### src/rtl/m_layer_input_buf.sv
// Layer-input replay buffer: captures one map, replays it NUM_LOOP times.
// Define LAYER_IN_PINGPONG_EN for two banks (fill one while replaying the other).
module m_layer_input_buf #(
  parameter int DATA_W   = 16,
  parameter int DEPTH    = 36,
  parameter int ADDR_W   = 6,
  parameter int NUM_LOOP = 120,
  parameter int PULSE_AT = 30
) (
  input  logic              clk_in,
  input  logic              rst_n,
  input  logic [DATA_W-1:0] map_in,
  input  logic              wr,
  input  logic              start,
  output logic [DATA_W-1:0] map_out,
  output logic              k_ready,
  output logic              k_loop,
  output logic              ready,
  output logic              done,
  output logic              full
);

  localparam int PW = (NUM_LOOP > 1) ? $clog2(NUM_LOOP) : 1;
  localparam logic [ADDR_W-1:0] LAST_A  = ADDR_W'(DEPTH - 1);
  localparam logic [ADDR_W-1:0] PULSE_A = ADDR_W'(PULSE_AT);
  localparam logic [PW-1:0]     LAST_P  = PW'(NUM_LOOP - 1);
  localparam logic IDLE = 1'b0;
  localparam logic RUN  = 1'b1;

  logic              state_q, state_d;
  logic [ADDR_W-1:0] addr_wr_q, addr_wr_d;
  logic [ADDR_W-1:0] addr_rd_q, addr_rd_d;
  logic [PW-1:0]     pass_q, pass_d;
  logic              full_q, full_d;
  logic [DATA_W-1:0] map_out_q, map_out_d;
  logic              k_ready_q, k_ready_d;
  logic              k_loop_q, k_loop_d;
  logic              ready_q, ready_d;
  logic              done_q, done_d;
  logic              last_q, last_d;
  logic              wr_en, rd_en, start_ok, run_end;
  logic [DATA_W-1:0] rd_word;

`ifdef LAYER_IN_PINGPONG_EN
  logic              bank_q, bank_d;
  logic [DATA_W-1:0] mem [2][DEPTH];

  always_ff @(posedge clk_in) begin
    if (wr_en) mem[bank_q][addr_wr_q] <= map_in;
  end

  assign rd_word = mem[~bank_q][addr_rd_q];
`else
  logic [DATA_W-1:0] mem [DEPTH];

  always_ff @(posedge clk_in) begin
    if (wr_en) mem[addr_wr_q] <= map_in;
  end

  assign rd_word = mem[addr_rd_q];
`endif

  always_comb begin
    // k_ready still high means the last word is on map_out this cycle
    start_ok = (state_q == IDLE) && start && full_q && !k_ready_q;
    rd_en    = (state_q == RUN);
    run_end  = rd_en && (addr_rd_q == LAST_A) && (pass_q == LAST_P);
`ifdef LAYER_IN_PINGPONG_EN
    wr_en    = wr && !full_q;
    bank_d   = bank_q;
`else
    wr_en    = wr && !full_q && !rd_en;
`endif
    state_d   = state_q;
    addr_wr_d = addr_wr_q;
    addr_rd_d = addr_rd_q;
    pass_d    = pass_q;
    full_d    = full_q;

    if (wr_en) begin
      if (addr_wr_q == LAST_A) begin
        addr_wr_d = '0;
        full_d    = 1'b1;
      end else begin
        addr_wr_d = addr_wr_q + 1'b1;
      end
    end

    if (start_ok) begin
      state_d   = RUN;
      addr_rd_d = '0;
      pass_d    = '0;
`ifdef LAYER_IN_PINGPONG_EN
      bank_d    = ~bank_q;
      full_d    = 1'b0;
      addr_wr_d = '0;
`endif
    end

    if (rd_en) begin
      if (addr_rd_q == LAST_A) begin
        addr_rd_d = '0;
        pass_d    = pass_q + 1'b1;
      end else begin
        addr_rd_d = addr_rd_q + 1'b1;
      end
      if (run_end) begin
        state_d = IDLE;
        pass_d  = '0;
`ifndef LAYER_IN_PINGPONG_EN
        full_d  = 1'b0;
`endif
      end
    end

    k_ready_d = rd_en;
    k_loop_d  = rd_en && (addr_rd_q == PULSE_A);
    last_d    = run_end;
    done_d    = last_q;
    ready_d   = ~k_ready_q;
    map_out_d = rd_en ? rd_word : map_out_q;
  end

  always_ff @(posedge clk_in) begin
    if (!rst_n) begin
      state_q   <= IDLE;
      addr_wr_q <= '0;
      addr_rd_q <= '0;
      pass_q    <= '0;
      full_q    <= 1'b0;
      map_out_q <= '0;
      k_ready_q <= 1'b0;
      k_loop_q  <= 1'b0;
      ready_q   <= 1'b1;
      done_q    <= 1'b0;
      last_q    <= 1'b0;
`ifdef LAYER_IN_PINGPONG_EN
      bank_q    <= 1'b0;
`endif
    end else begin
      state_q   <= state_d;
      addr_wr_q <= addr_wr_d;
      addr_rd_q <= addr_rd_d;
      pass_q    <= pass_d;
      full_q    <= full_d;
      map_out_q <= map_out_d;
      k_ready_q <= k_ready_d;
      k_loop_q  <= k_loop_d;
      ready_q   <= ready_d;
      done_q    <= done_d;
      last_q    <= last_d;
`ifdef LAYER_IN_PINGPONG_EN
      bank_q    <= bank_d;
`endif
    end
  end

  assign map_out = map_out_q;
  assign k_ready = k_ready_q;
  assign k_loop  = k_loop_q;
  assign ready   = ready_q;
  assign done    = done_q;
  assign full    = full_q;

endmodule

### config.mk
export PLATFORM = sky130hd
export DESIGN_NAME = m_layer_input_buf
export DESIGN_NICKNAME = d
export VERILOG_FILES = /design/src/rtl/m_layer_input_buf.sv
export SDC_FILE = /design/constraint.sdc
export NUM_CORES = 1
export LEC_CHECK = 0
export ABC_AREA = 1
export CELL_PAD_IN_SITES_DETAIL_PLACEMENT = 1
export CELL_PAD_IN_SITES_GLOBAL_PLACEMENT = 1
export CORE_MARGIN = 4
export CORE_UTILIZATION = 45
export CTS_CLUSTER_DIAMETER = 150
export DETAILED_ROUTE_END_ITERATION = 8
export GPL_TIMING_DRIVEN = 0
export PLACE_DENSITY_LB_ADDON = 0.1
export SYNTH_ARGS = -nofsm -noshare
export SYNTH_HDL_FRONTEND = slang
export SYNTH_SLANG_ARGS = --single-unit
### constraint.sdc
create_clock -name clk_in -period 2.6 [get_ports clk_in]
set_input_delay 0.39 -clock clk_in [delete_from_list [all_inputs] [get_ports clk_in]]
set_output_delay 0.39 -clock clk_in [all_outputs]
set_load 0.02 [all_outputs]
==> Word-level counts from Yosys, hierarchy flattened <==
Memories as Yosys holds them, arrays and structs flattened. A register that Yosys moved wholly into a read port is not among the register bits.
Cells that the tools add are included.
{ "totals": {"mem_count": 1, "output_inout_bits": 21, "elab_cells": 50, "mem_bits_rw": 576, "in_bits": 20, "reg_bits": 26} }
{ "memory_table": {"columns": ["memory", "words", "width", "rd", "rd_ports_with_merged_regs", "wr", "line_no", "rtl"], "rows": [
  ["mem", 36, 16, 1, 1, 1, "54", "logic [DATA_W-1:0] mem [DEPTH];"]
]} }
{ "op_classes": {"n_eq_ne": 4, "addsub": 3, "n_mux": 17, "n_reduce_logical": 13, "n_bitwise": 2} }
{ "op_table": {"columns": ["cell", "n"], "rows": [
  ["2-to-1 mux 7 bit", 4],
  ["2-to-1 mux 6 bit", 4],
  ["adder 6 x 1 -> 6 bit (second input constant)", 2],
  ["equality test 6 bit (second input constant)", 2],
  ["2-to-1 mux 1 bit", 9],
  ["logical AND 1 bit", 8],
  ["adder 7 x 1 -> 7 bit (second input constant)", 1],
  ["equality test 7 bit (second input constant)", 1],
  ["equality test 6 x 5 -> 1 bit (second input constant)", 1],
  ["zero test 1 bit", 4],
  ["NOT 1 bit", 2],
  ["nonzero test 2 bit", 1]
]} }

==> Logic depth before layout (Yosys ltp) <==
{ "logic_depth": {"ltp_word": 8, "mapped_depth": 15, "depth_no_buf": 13} }

==> Worst setup path after synthesis <==
Ideal clock, no wire load.
{ "synth_path": {"path_kind": "flip-flop to flip-flop", "from": "register state_q, in the netlist k_ready_d", "to": "memory mem[12][0] (enable)", "stages_incl_launch_ff": 6, "t_arrival_ns": 1.764, "slack_ns": 0.448, "setup_ns": 0.388, "t_required_ns": 2.212, "synth_period_minus_slack_ns": 2.152, "path_buffers": 0, "cell_sequence": "dfxtp_1 > inv_1 > nand3_1 > nor2_1 > nand3_1 > nor2_1"} }
{ "synth_between": {"elab_chain_cells": 4} }
{ "synth_lines": {"columns": ["element", "line_no", "rtl"], "rows": [
  ["start, declared", "30", "logic state_q, state_d;"],
  ["start signal, assigned", "141", "state_q <= state_d;"],
  ["zero test 1 bit", "72", "wr_en = wr && !full_q && !rd_en;"],
  ["logical AND 1 bit", "72", null],
  ["2-to-1 mux 1 bit", "57", "if (wr_en) mem[addr_wr_q] <= map_in;"],
  ["2-to-1 mux 1 bit (implied by the code)", "57", null],
  ["end, declared", "54", null]
]} }
No other way between the ends.

==> results by group <==
Run status
  • Outcome: finished clean

STA
  • TNS Setup: 0 ps
  • Final hold vios: 0
  • Setup-failing EPs final: 0
  • Slew headroom: 0.322
  • Tmin final: 2530 ps
  • Tightest Pin Transition: 1020 ps
  • Final Max Slew Viols: 0
  • Fmax: 395 MHz
  • Fin crit share: 0.974
  • RSZ-0062 raised after global routing: no
  • Clock Skew: 36.1 ps

Placed design
  • Hpwl dp: 63800 um
  • Buffers on Ports: 39
  • GP Congestion: 1.01
  • Placement Cell Area: 0.0289 mm^2

Floorplanning
  • Starting density of the core: 0.455
  • DIE AREA: 0.0636 mm^2
  • Die Y: 252 um
  • Boundary Pins: 41
  • Die Wd: 252 um
  • Core area: 0.0590 mm^2
  • # rows: 89

Drt
  • DRT Wirelength: 90400 um
  • Initial DRC count: 1894
  • Total number of vias: 19.8k
  • Antenna Violating Nets Remaining: 0
  • Post-DR vias/cell: 5.36
  • Remaining DRCs: 0
  • Drt pass-1 iters: 6
  • DR WL/cell: 24.5 um

Logic synthesis
  • Adder-Cell Fraction of Synth Area: 0.00187
  • Post-synthesis sequential area ratio: 0.676
  • Synthesized cell area: 0.0268 mm^2
  • Library cells used by synthesis: 24
  • Leading area contributor after synthesis: edfxtp_1
  • FFs w/ async S/R, synth: 0
  • Ys flop type: edfxtp_1
  • Synth Area in Simple Gates: 0.224
  • Syn Area/Cell: 9.90 um^2
  • Main combinational cell family by area after synthesis: simple AND/OR/NAND/NOR gates
  • Xor and xnor area share after synthesis: 0.000653
  • Post-synth top cells: nand2_1 (975), edfxtp_1 (576), inv_1 (424), nand3_1 (359), nor2_1 (127)
  • Syn. warnings: 0
  • Multiplexer area fraction after synthesis: 0
  • Yosys top cell area share: 0.645
  • Most frequent cell after synthesis: nand2_1
  • Register bit total from synthesis: 618
  • Top cells by area, synth: edfxtp_1 (64%), nand2_1 (14%), nand3_1 (6.7%)
  • Compound-Gate Fraction of Synth Area: 0.00858
  • Number of flops mapped to enable cells by yosys: 576
  • Syn_nets: 2735
  • Syn Inst Count: 2711

Global route
  • Vias in the first global route: 20.7k
  • Initial antenna violation count: 1
  • GRT overflow: 0
  • Tot GR Track Use: 0.284
  • First-pass GRT wire length: 133000 um
  • Pin count of the biggest net entering global routing: 37

CTS
  • CTS max path bufs: 3
  • CTS buffer count: 68
  • H-Tree Depth: 3
  • Clock Root Buffer: clkbuf_16
  • Clk sinks: 618
  • Clk_lat worst skew: 610 ps
  • CTS tree: built
  • Clk slew on worst S/H paths: 60 ps

Layout
  • Design area: 0.0312 mm^2
  • Layout area overhead: 16.4%
  • Share of cells above drive strength 1: 0.101
  • Nets: 2889

Critical path
  • Worst R2R Start: addr_rd_q[1]
  • Worst setup SP type: flop
  • Critical path required time: 3140 ps
  • Crit. End Element: flop
  • CP Max Fanout: 10
  • Setup CP Type: flop to flop
  • Worst EP arrival: 3080 ps
  • Crit path from: addr_rd_q[1]

Power and ir drop
  • Worst vdd ir: 594 uV
  • Leakage: 0.0131 uW
  • Pwr Density: 670 mW/mm^2

Run
  • Max Cap Violations: 0

Hold path
  • Hold Startpoint: map_in[3]
  • HP Class: input pin to flop
[cells by family after synthesis]
logic type,Yosys count
simple gates,1471
flops,618
buf+inv,570
compound gates,46
fa+ha+maj,4
xor+xnor,2
[through the flow]
step	total power [uW]	hold WS (ps)	util	setup WS (ps)	cells
2_1_floorplan	11200	390	-	448	2711
3_3_place_gp	11600	385	0.478	-1100	3523
3_5_place_dp	11600	388	0.489	-943	3565
4_1_cts	21000	20.9	0.527	-94.8	3684
5_1_grt	21500	40.2	0.529	26.6	3686
6_report	20900	44.5	0.529	67.8	3688
[sequential cells by signal, indices dropped and copies added (netlist names), 6 cells and up]
signal     cells
addr_rd_q      6
addr_wr_q      6
map_out       16
mem          576
pass_q         7
[layout make-up]
class / instances / area, um^2
timing repair buffer: 84 / 1060
inverter: 444 / 1670
fill: 6512 / 27800
sequential: 618 / 18100
clock buffer: 83 / 1820
tap: 773 / 967
antenna: 2 / 5.00
clock inverter: 35 / 323
multi-input combinational: 1523 / 6500
buffer: 126 / 732
[worst max-delay path, stage by stage (launching register included)]
cell     delay [ps]
dfxtp_1         370
buf_4           300
buf_4           300
buf_2           300
nand3_1         140
nand3_1         230
nand3_1         300
nand2_1         220
nand2_1          70
nand3_1         120
nand2_1          60
inv_1            50
[repair_timing]
action / 4_1_cts / 5_1_grt
cloned: 0 / 0
endpoints found under the setup margin: 190 / 263
pin swaps: 2 / 2
endpoints found under the hold margin: 0 / 0
gates resized for setup: 20 / 13
buffers inserted: 1 / 2
hold buffers: 0 / 0
[where the power goes]
group | internal, uW | switching (uW) | total [uW] | leakage [uW]
Combinational | 93.4 | 383 | 476 | 0.00654
Sequential | 10900 | 14.5 | 10900 | 0.00553
Clock | 5560 | 3950 | 9520 | 0.00105
[cells in the final DEF, fill, tap and decap left out, drive strengths merged]
cell	count
nand2	975
edfxtp	576
inv	428
nand3	359
buf	163
nor2	127
clkbuf	107
dfxtp	42
clkinv	42
o21ai	25
clkdlybuf4s50	23
a21oi	21
bufinv	6
nor3	4
ha	4
clkinvlp	3
nand4	3
diode	2
nand3b	2
xor2	1
xnor2	1
nor4	1
[worst paths after layout]
path | endpoint | slack [ps] | cells after the start
min reg2reg | ready | 400 | 1
min | mem[35][3] | 40 | 1
max reg2reg | map_out[11] | 70 | 11
max | map_out[11] | 70 | 11
[layer usage]
| layer | wire length, um | global-route usage | up-vias |
|---|---|---|---|
| met5 | 0 | 0 | - |
| met4 | 4210 | 0.123 | 0 |
| met3 | 5240 | 0.0314 | 184 |
| met2 | 44200 | 0.484 | 672 |
| met1 | 36800 | 0.373 | 9943 |
| li1 | - | - | 8977 |
Power figures use the tool's default switching activity.
